**config.mk**
```make
export PLATFORM = sky130hd
export DESIGN_NAME = option_bundle_stim_source
export DESIGN_NICKNAME = d
export VERILOG_FILES = /design/src/rtl/option_bundle_pkg.sv /design/src/rtl/stall_watchdog.sv /design/src/rtl/option_bundle_stim_source.sv
export SDC_FILE = /design/constraint.sdc
export NUM_CORES = 1
export LEC_CHECK = 0
export CORE_MARGIN = 2
export CORE_UTILIZATION = 46
export DETAILED_ROUTE_END_ITERATION = 10
export PLACE_DENSITY = 0.74
export SYNTH_ARGS = -nofsm -noshare
export SYNTH_HDL_FRONTEND = slang
export SYNTH_SLANG_ARGS = --single-unit
```
**constraint.sdc**
```tcl
create_clock -name clock -period 1.5 [get_ports clock]
set_clock_uncertainty 0.05 [all_clocks]
set_input_delay 0.3 -clock clock [delete_from_list [all_inputs] [get_ports clock]]
set_output_delay 0.3 -clock clock [all_outputs]
set_load 0.005 [all_outputs]
```
**src/rtl/option_bundle_pkg.sv**
```systemverilog
// option_bundle_pkg: shared types and default sizes for the option-bundle stimulus source.
// Macro OPT_FIELD_B_EN: when defined, the bundle carries the optional field b.
package option_bundle_pkg;

  localparam int unsigned DEF_W           = 8;
  localparam int unsigned DEF_NUM_XFERS   = 16;
  localparam logic [7:0]  DEF_SEED        = 8'h10;
  localparam int unsigned DEF_STALL_LIMIT = 64;

  typedef enum logic [1:0] {
    IDLE,
    SEND,
    DONE,
    FAIL
  } state_e;

  // Bundle at default width, for consumers that work with the default build.
  typedef struct packed {
    logic [DEF_W-1:0] a;
`ifdef OPT_FIELD_B_EN
    logic [DEF_W-1:0] b;
`endif
  } bundle_t;

endpackage

```
**src/rtl/stall_watchdog.sv**
```systemverilog
// stall_watchdog: counts consecutive stalled cycles and trips at LIMIT.
//   clk_i   : clock, rising edge
//   rst_i   : synchronous active-high reset
//   stall_i : one stalled cycle (valid held without ready)
//   clear_i : accept; clears the count and wins over stall_i
//   trip_o  : count has reached LIMIT
module stall_watchdog #(
  parameter int unsigned LIMIT = 64
) (
  input  logic clk_i,
  input  logic rst_i,
  input  logic stall_i,
  input  logic clear_i,
  output logic trip_o
);

  localparam int unsigned     CW  = $clog2(LIMIT + 1);
  localparam logic [CW-1:0]   MAX = CW'(LIMIT);

  logic [CW-1:0] cnt_q, cnt_d;

  // Saturate at LIMIT so the counter cannot wrap back below the trip point.
  always_comb begin
    cnt_d = cnt_q;
    if (clear_i) begin
      cnt_d = '0;
    end else if (stall_i && (cnt_q != MAX)) begin
      cnt_d = cnt_q + CW'(1);
    end
  end

  always_ff @(posedge clk_i) begin
    if (rst_i) begin
      cnt_q <= '0;
    end else begin
      cnt_q <= cnt_d;
    end
  end

  assign trip_o = (cnt_q == MAX);

endmodule

```
**src/rtl/option_bundle_stim_source.sv**
```systemverilog
// option_bundle_stim_source: emits NUM_XFERS bundle transactions on a valid/ready port,
// then raises done. A stall watchdog raises err if ready is withheld too long.
// Macro OPT_FIELD_B_EN: adds port out_b and the b register (b = ~a per transaction).
//   clock, reset : rising-edge clock, synchronous active-high reset
//   start        : pulse, starts a run from IDLE
//   out_valid/out_ready : transaction handshake
//   out_a, out_b : bundle fields
//   sent_count   : accepted transactions this run (saturates at NUM_XFERS)
//   done, err    : run complete / watchdog tripped (levels, sticky until reset)
module option_bundle_stim_source
  import option_bundle_pkg::*;
#(
  parameter int unsigned   W           = DEF_W,
  parameter int unsigned   NUM_XFERS   = DEF_NUM_XFERS,
  parameter logic [W-1:0]  SEED        = W'(DEF_SEED),
  parameter int unsigned   STALL_LIMIT = DEF_STALL_LIMIT
) (
  input  logic                           clock,
  input  logic                           reset,
  input  logic                           start,
  output logic                           out_valid,
  input  logic                           out_ready,
  output logic [W-1:0]                   out_a,
`ifdef OPT_FIELD_B_EN
  output logic [W-1:0]                   out_b,
`endif
  output logic [$clog2(NUM_XFERS+1)-1:0] sent_count,
  output logic                           done,
  output logic                           err
);

  localparam int unsigned   CW       = $clog2(NUM_XFERS + 1);
  localparam logic [CW-1:0] CNT_MAX  = CW'(NUM_XFERS);
  localparam logic [CW-1:0] CNT_LAST = CW'(NUM_XFERS - 1);

  state_e        state_q, state_d;
  logic [W-1:0]  a_q, a_d, a_inc;
  logic [CW-1:0] count_q, count_d;
  logic          accept, stall, trip;
`ifdef OPT_FIELD_B_EN
  logic [W-1:0]  b_q, b_d;
`endif

  // Valid is purely a function of state: it is high for every SEND cycle, which
  // gives hold-until-accept and drop-only-on-DONE/FAIL/reset for free.
  assign out_valid  = (state_q == SEND);
  assign done       = (state_q == DONE);
  assign err        = (state_q == FAIL);
  assign out_a      = a_q;
  assign sent_count = count_q;
`ifdef OPT_FIELD_B_EN
  assign out_b      = b_q;
`endif

  assign accept = out_valid & out_ready;
  assign stall  = out_valid & ~out_ready;
  assign a_inc  = a_q + W'(1);

  stall_watchdog #(
    .LIMIT (STALL_LIMIT)
  ) u_watchdog (
    .clk_i   (clock),
    .rst_i   (reset),
    .stall_i (stall),
    .clear_i (accept),
    .trip_o  (trip)
  );

  always_comb begin
    state_d = state_q;
    a_d     = a_q;
    count_d = count_q;
`ifdef OPT_FIELD_B_EN
    b_d     = b_q;
`endif
    unique case (state_q)
      IDLE: begin
        if (start) state_d = SEND;
      end
      SEND: begin
        // An accept takes priority over a coincident watchdog trip.
        if (accept) begin
          a_d = a_inc;
`ifdef OPT_FIELD_B_EN
          b_d = ~a_inc;
`endif
          if (count_q != CNT_MAX) count_d = count_q + CW'(1);
          if (count_q == CNT_LAST) state_d = DONE;
        end else if (trip) begin
          state_d = FAIL;
        end
      end
      default: ;
    endcase
  end

  always_ff @(posedge clock) begin
    if (reset) begin
      state_q <= IDLE;
      a_q     <= SEED;
      count_q <= '0;
`ifdef OPT_FIELD_B_EN
      b_q     <= ~SEED;
`endif
    end else begin
      state_q <= state_d;
      a_q     <= a_d;
      count_q <= count_d;
`ifdef OPT_FIELD_B_EN
      b_q     <= b_d;
`endif
    end
  end

endmodule

```
Yosys cells after proc, flatten, opt, wreduce, memory -nomap -nowiden
Cells that the tools add are included.
Cells by class
  reductions and logical operators: 7
  add/sub/neg operators: 3
  multiplexer cells: 5
  bitwise logic cells: 3
  eq/ne operators: 10
Operators with widths (number)
  8-bit by 1-bit adder with 8-bit output (second input constant): 1
  2-bit 2-to-1 mux: 4
  7-bit by 1-bit adder with 7-bit output (second input constant): 1
  7-bit equality test (second input constant): 1
  7-bit != test (second input constant): 1
  5-bit by 1-bit adder with 5-bit output (second input constant): 1
  5-bit by 4-bit equality test with 1-bit output (second input constant): 1
  5-bit != test (second input constant): 1
  2-bit equality test (second input constant): 2
  2-bit one-hot mux with 2 select lines: 1
  4-bit AND reduction: 1
  3-bit by 1-bit != test with 1-bit output (second input constant): 1
  3-bit by 2-bit != test with 1-bit output (second input constant): 1
  3-bit AND reduction: 1
  1-bit bitwise AND: 2
  2-bit by 1-bit equality test with 1-bit output (second input constant): 1
  2-bit logical NOT: 1
  2-bit != test (second input constant): 1
  2-bit AND reduction: 1
  2-bit nonzero test: 1
  2-bit OR reduction: 1
  1-bit logical AND: 1
  1-bit inverter: 1
Storage, ports and cells
  register bits after elaboration: 22
  input port bits: 4
  output and inout port bits: 16
  logic and storage cells: 32

Longest topological paths before layout
  depth in word-level cells: 4
  mapped depth: 5
  gate-level depth less buffers: 5

Hierarchy
A second synthesis with hierarchy kept.
Second synthesis, totals
  cells, all modules: 129
  area, all modules: 1101.1 sq um
Modules (own cells, without submodules)
  option_bundle_stim_source: cells an instance 87, seq. area each 300.3 sq um, area each 749.5 sq um, instances 1
  stall_watchdog: cells an instance 42, seq. area each 140.1 sq um, area each 351.6 sq um, instances 1

Worst setup path after synthesis
No wires, ideal clock.
  kind: reg-to-reg
  start point: register state_q[0]
  end point: register u_watchdog.cnt_q[3]
  cell stages (with the launch flop): 5
  required time: 1329 ps
  path buffers: 1
  clock period less this slack: 1404 ps
  setup slack: 96 ps
  setup time: 121 ps
  arrival: 1233 ps
  cells stage by stage: dfxtp_1 > buf_4 > nand2b_1 > nor4b_1 > mux2_2
Between the ends
  word-level cells in the longest chain between the ends: 3
  elaborated cells between the ends (all ways): 5
  those cells by class: eq/ne (1); bitwise (2); reduce/logical (2)
RTL lines
  from (decl): line option_bundle_stim_source.sv:36  | state_e state_q, state_d;
  from (signal assigned): line option_bundle_stim_source.sv:106  | state_q <= state_d;
  2-bit by 1-bit equality test with 1-bit output *: line option_bundle_stim_source.sv:46  | assign out_valid = (state_q == SEND);
  1-bit bitwise AND, on equally long branches: line option_bundle_stim_source.sv:55, option_bundle_stim_source.sv:56
  2-bit OR reduction (no source line) / 1-bit logical AND (equally long branches)
  to (signal assigned): line stall_watchdog.sv:36  | cnt_q <= cnt_d;
  to (decl): line stall_watchdog.sv:20  | logic [CW-1:0] cnt_q, cnt_d;
Mark *: on every way between the ends. The rest lies on a longest branch, timed or not.
A chain may end at the register's enable or synchronous reset.

Worst setup path in the final report
  start point: register state_q[1]
  end point: register a_q[3] (netlist: out_a[3])
Between the ends
  word-level cells in the longest chain between the ends: 3
RTL lines
  2-bit by 1-bit equality test with 1-bit output *: line option_bundle_stim_source.sv:46, option_bundle_stim_source.sv:76
  1-bit bitwise AND: line option_bundle_stim_source.sv:55  | assign accept = out_valid & out_ready;
  2-bit AND reduction (no source line) *
  to (signal assigned): line option_bundle_stim_source.sv:100  | a_q <= SEED;
  to (signal assigned): line option_bundle_stim_source.sv:107  | a_q <= a_d;
  to (decl): line option_bundle_stim_source.sv:37  | logic [W-1:0] a_q, a_d, a_inc;
Marked as above.

==> results.toml <==
[outcome]
status = "finished, violations left"
violations = "setup timing"

[critical_path]
r2r-start = "state_q[1]$_SDFFE_PP0P_"
cp_max_fo = 5
crit_arrival_ns = 1.74
crit_path_end_kind = "flip-flop"
crit_start = "state_q[1]$_SDFFE_PP0P_"
r2r-end = "out_a[3]$_SDFFE_PP0P_"
critPathLaunchType = "flip-flop"
crit_type = "flip-flop to flip-flop"
cp-endpoint = "out_a[3]$_SDFFE_PP0P_"
reg2reg_slack_ns = -0.03
required_ns = 1.71
r2r_cells = 5

[power]
vdd_drop_max_mv = 0.903
swShare_pct = 22.8
p_sw_mw = 0.278
power.density_nw_per_um2 = 677
p_int_mw = 0.943
seq_power_share_pct = 49.0
p_clk_share_pct = 37.5
p_comb_share_pct = 13.5
p_leak_nw = 0.732

[final_layout]
n_antenna_cell = 0
layout-drive-gt1-share_pct = 42.3
area_growth_pct = 51.2
final_common_cell = "buf_4"
fin_cells = 219
nFillCells = 180
design_area_um2 = 1800
final_nets = 200
most-common-layout-cells = "buf_4, dlygate4sd2_1, nand2_1"

[sta]
maxSlewHeadroom_pct = 68.0
rsz0062_at_grt = "yes"
setup_viol = 4
max_freq_ghz = 0.654
worst_slew_pin_slew_ns = 0.474
setup_ws_ns = -0.0282
fin_crit_sh_pct = 102
period_minus_slack_ns = 1.53
final_hold_viol_count = 0
slew_violations = 0

[floorplanning]
die-height_um = 54.9
rows = 18
die_x_um = 54.9
die-area_um2 = 3020
core_area_um2 = 2480
initial_core_util_pct = 48.1
io_pins = 20

[routing]
drt_wl_total_mm = 3.24
viasPerCell = 5.69
wire_per_inst_um = 14.8
drt-pass1-iter-count = 4
drc = 0
antenna_left = 0
vias = 1246
drtIter0Drc = 28

[yosys]
yosysSeqAreaShare_pct = 36.9
syn_area_per_cell_um2 = 8.83
synth_ff_type = "dfxtp_1"
synth-edff-count = 0
synthCells = 135
synth_seq_cells = 22
syn_nets = 145
synth_area_um2 = 1190
async_flop_share_pct = 0
synth_cell_types = 44
yosysWarnings = 0

[cts]
cts.clk_slew.worst_paths_ns = 0.13
cts_tree = "built"
numCtsBuffers = 3
cts-root-buf = "clkbuf_4"
ctsHoldBuffers = 0
clock_sinks = 22
clk_path_buf_depth = 2
cts.htree.levels = 1
clkLatencyLatePin_ns = 0.31

[place]
globalplace.congestion = 0.927
dpl.cell_count = 198
hpwl_mm = 2.09
dpl_cell_area_um2 = 1530
portBuffers = 19

[grt]
grt_pass1_wl_mm = 4.80
grt_pass1_vias = 1141
antenna_found_initial = 0
grt-ovfl-total = 0
grt_max_degree = 14
grt.total_usage_pct = 22.6

[flow_run]
max_cap_viol_count = 0

[hold_path]
hold_start = "sent_count[0]$_SDFFE_PP0P_"
worstHoldPathType = "flip-flop to flip-flop"
holdPathStages = 2
-- power groups by stage --
stage | clock network (mW) | registers (mW) | logic [mW]
6_report | 0.458 | 0.599 | 0.165
5_1_grt | 0.486 | 0.600 | 0.180
4_1_cts | 0.466 | 0.595 | 0.159
3_5_place_dp | 0 | 0.622 | 0.142
3_3_place_gp | 0 | 0.622 | 0.135
2_1_floorplan | 0 | 0.618 | 0.0741
-- worst min-delay path by stage --
stage | to | slack, ns
3_3_place_gp | u_watchdog.cnt_q[0]$_SDFFE_PP0P_ | 0.44
6_report | sent_count[0]$_SDFFE_PP0P_ | 0.47
2_1_floorplan | u_watchdog.cnt_q[0]$_SDFFE_PP0P_ | 0.43
4_1_cts | state_q[0]$_SDFFE_PP0P_ | 0.46
5_1_grt | state_q[0]$_SDFFE_PP0P_ | 0.47
3_5_place_dp | out_a[6]$_SDFFE_PP0P_ | 0.45
-- logic make-up (layout without fill, tap and decap cells) --
kind of cell,after synthesis,after routing,synth area share (%)
compound gates,32,32,16.8
flops,22,22,36.9
buf+inv,16,70,6.19
simple gates,54,54,29.6
xor+xnor,2,2,1.47
mux,3,3,2.73
fa+ha+maj,6,6,6.30
-- per-layer routing --
| layer | routed length [um] | GRT usage (%) | part of all wire, % |
|---|---|---|---|
| met3 | 150 | 7.26 | 4.6 |
| met5 | 0 | 0 | 0 |
| met1 | 1300 | 24.2 | 40 |
| met2 | 1740 | 41.5 | 54 |
| met4 | 60 | 7.32 | 1.9 |
-- layout make-up --
class                      instances  area [um2]  area share (%)
multi-input combinational         97         751            41.6
sequential                        22         474            26.3
timing repair buffer              56         450            25.0
inverter                          10        37.5            2.08
tap                               30        37.5            2.08
clock inverter                     1        30.0            1.67
clock buffer                       3        22.5            1.25
-- Yosys cell counts (2+ instances only) --
cell | n | area share [%]
ha_1 | 6 | 6.3
dfxtp_1 | 22 | 37
buf_1 | 2 | 0.63
nand3_1 | 8 | 3.4
nor2_1 | 5 | 1.6
inv_1 | 10 | 3.1
a211oi_1 | 4 | 2.5
mux2_2 | 2 | 1.9
nand2_1 | 12 | 3.8
nor4_1 | 2 | 1.0
nor3_1 | 2 | 0.84
buf_2 | 2 | 0.84
or4_1 | 3 | 1.9
o31ai_1 | 2 | 1.3
and3_1 | 2 | 1.0
or3_1 | 5 | 2.6
nand4_1 | 2 | 1.0
o21ai_0 | 9 | 3.8
a21oi_1 | 10 | 4.2
-- state kept, by name, summed over array words and instances (netlist names) --
name,count
sent_count,5
u_watchdog.cnt_q,7
state_q,2
out_a,8
-- timing repair --
item | CTS | global route
setup endpoints to repair | 23 | 21
buffers inserted | 16 | 2
pin swaps | 5 | 14
resized for setup | 50 | 16
-- critical path: stages (launching register included) --
cell	delay, ns
dfxtp_2	0.35
buf_6	0.11
nand3b_1	0.27
buf_4	0.22
or3_4	0.36
a21oi_2	0.12
-- through the flow --
step	hold WS, ns	setup TNS [ns]	util [%]	setup slack [ns]	power [mW]
floorplan	0.426	0	-	0.0963	0.693
global placement	0.443	-4.58	61.9	-0.354	0.757
detailed placement	0.453	-5.18	61.9	-0.427	0.764
CTS	0.465	-0.00756	70.8	-0.00756	1.22
global route	0.472	-0.462	72.8	-0.0668	1.27
finish	0.471	-0.0571	72.8	-0.0282	1.22
No activity file was read; power rests on OpenSTA's default activity.
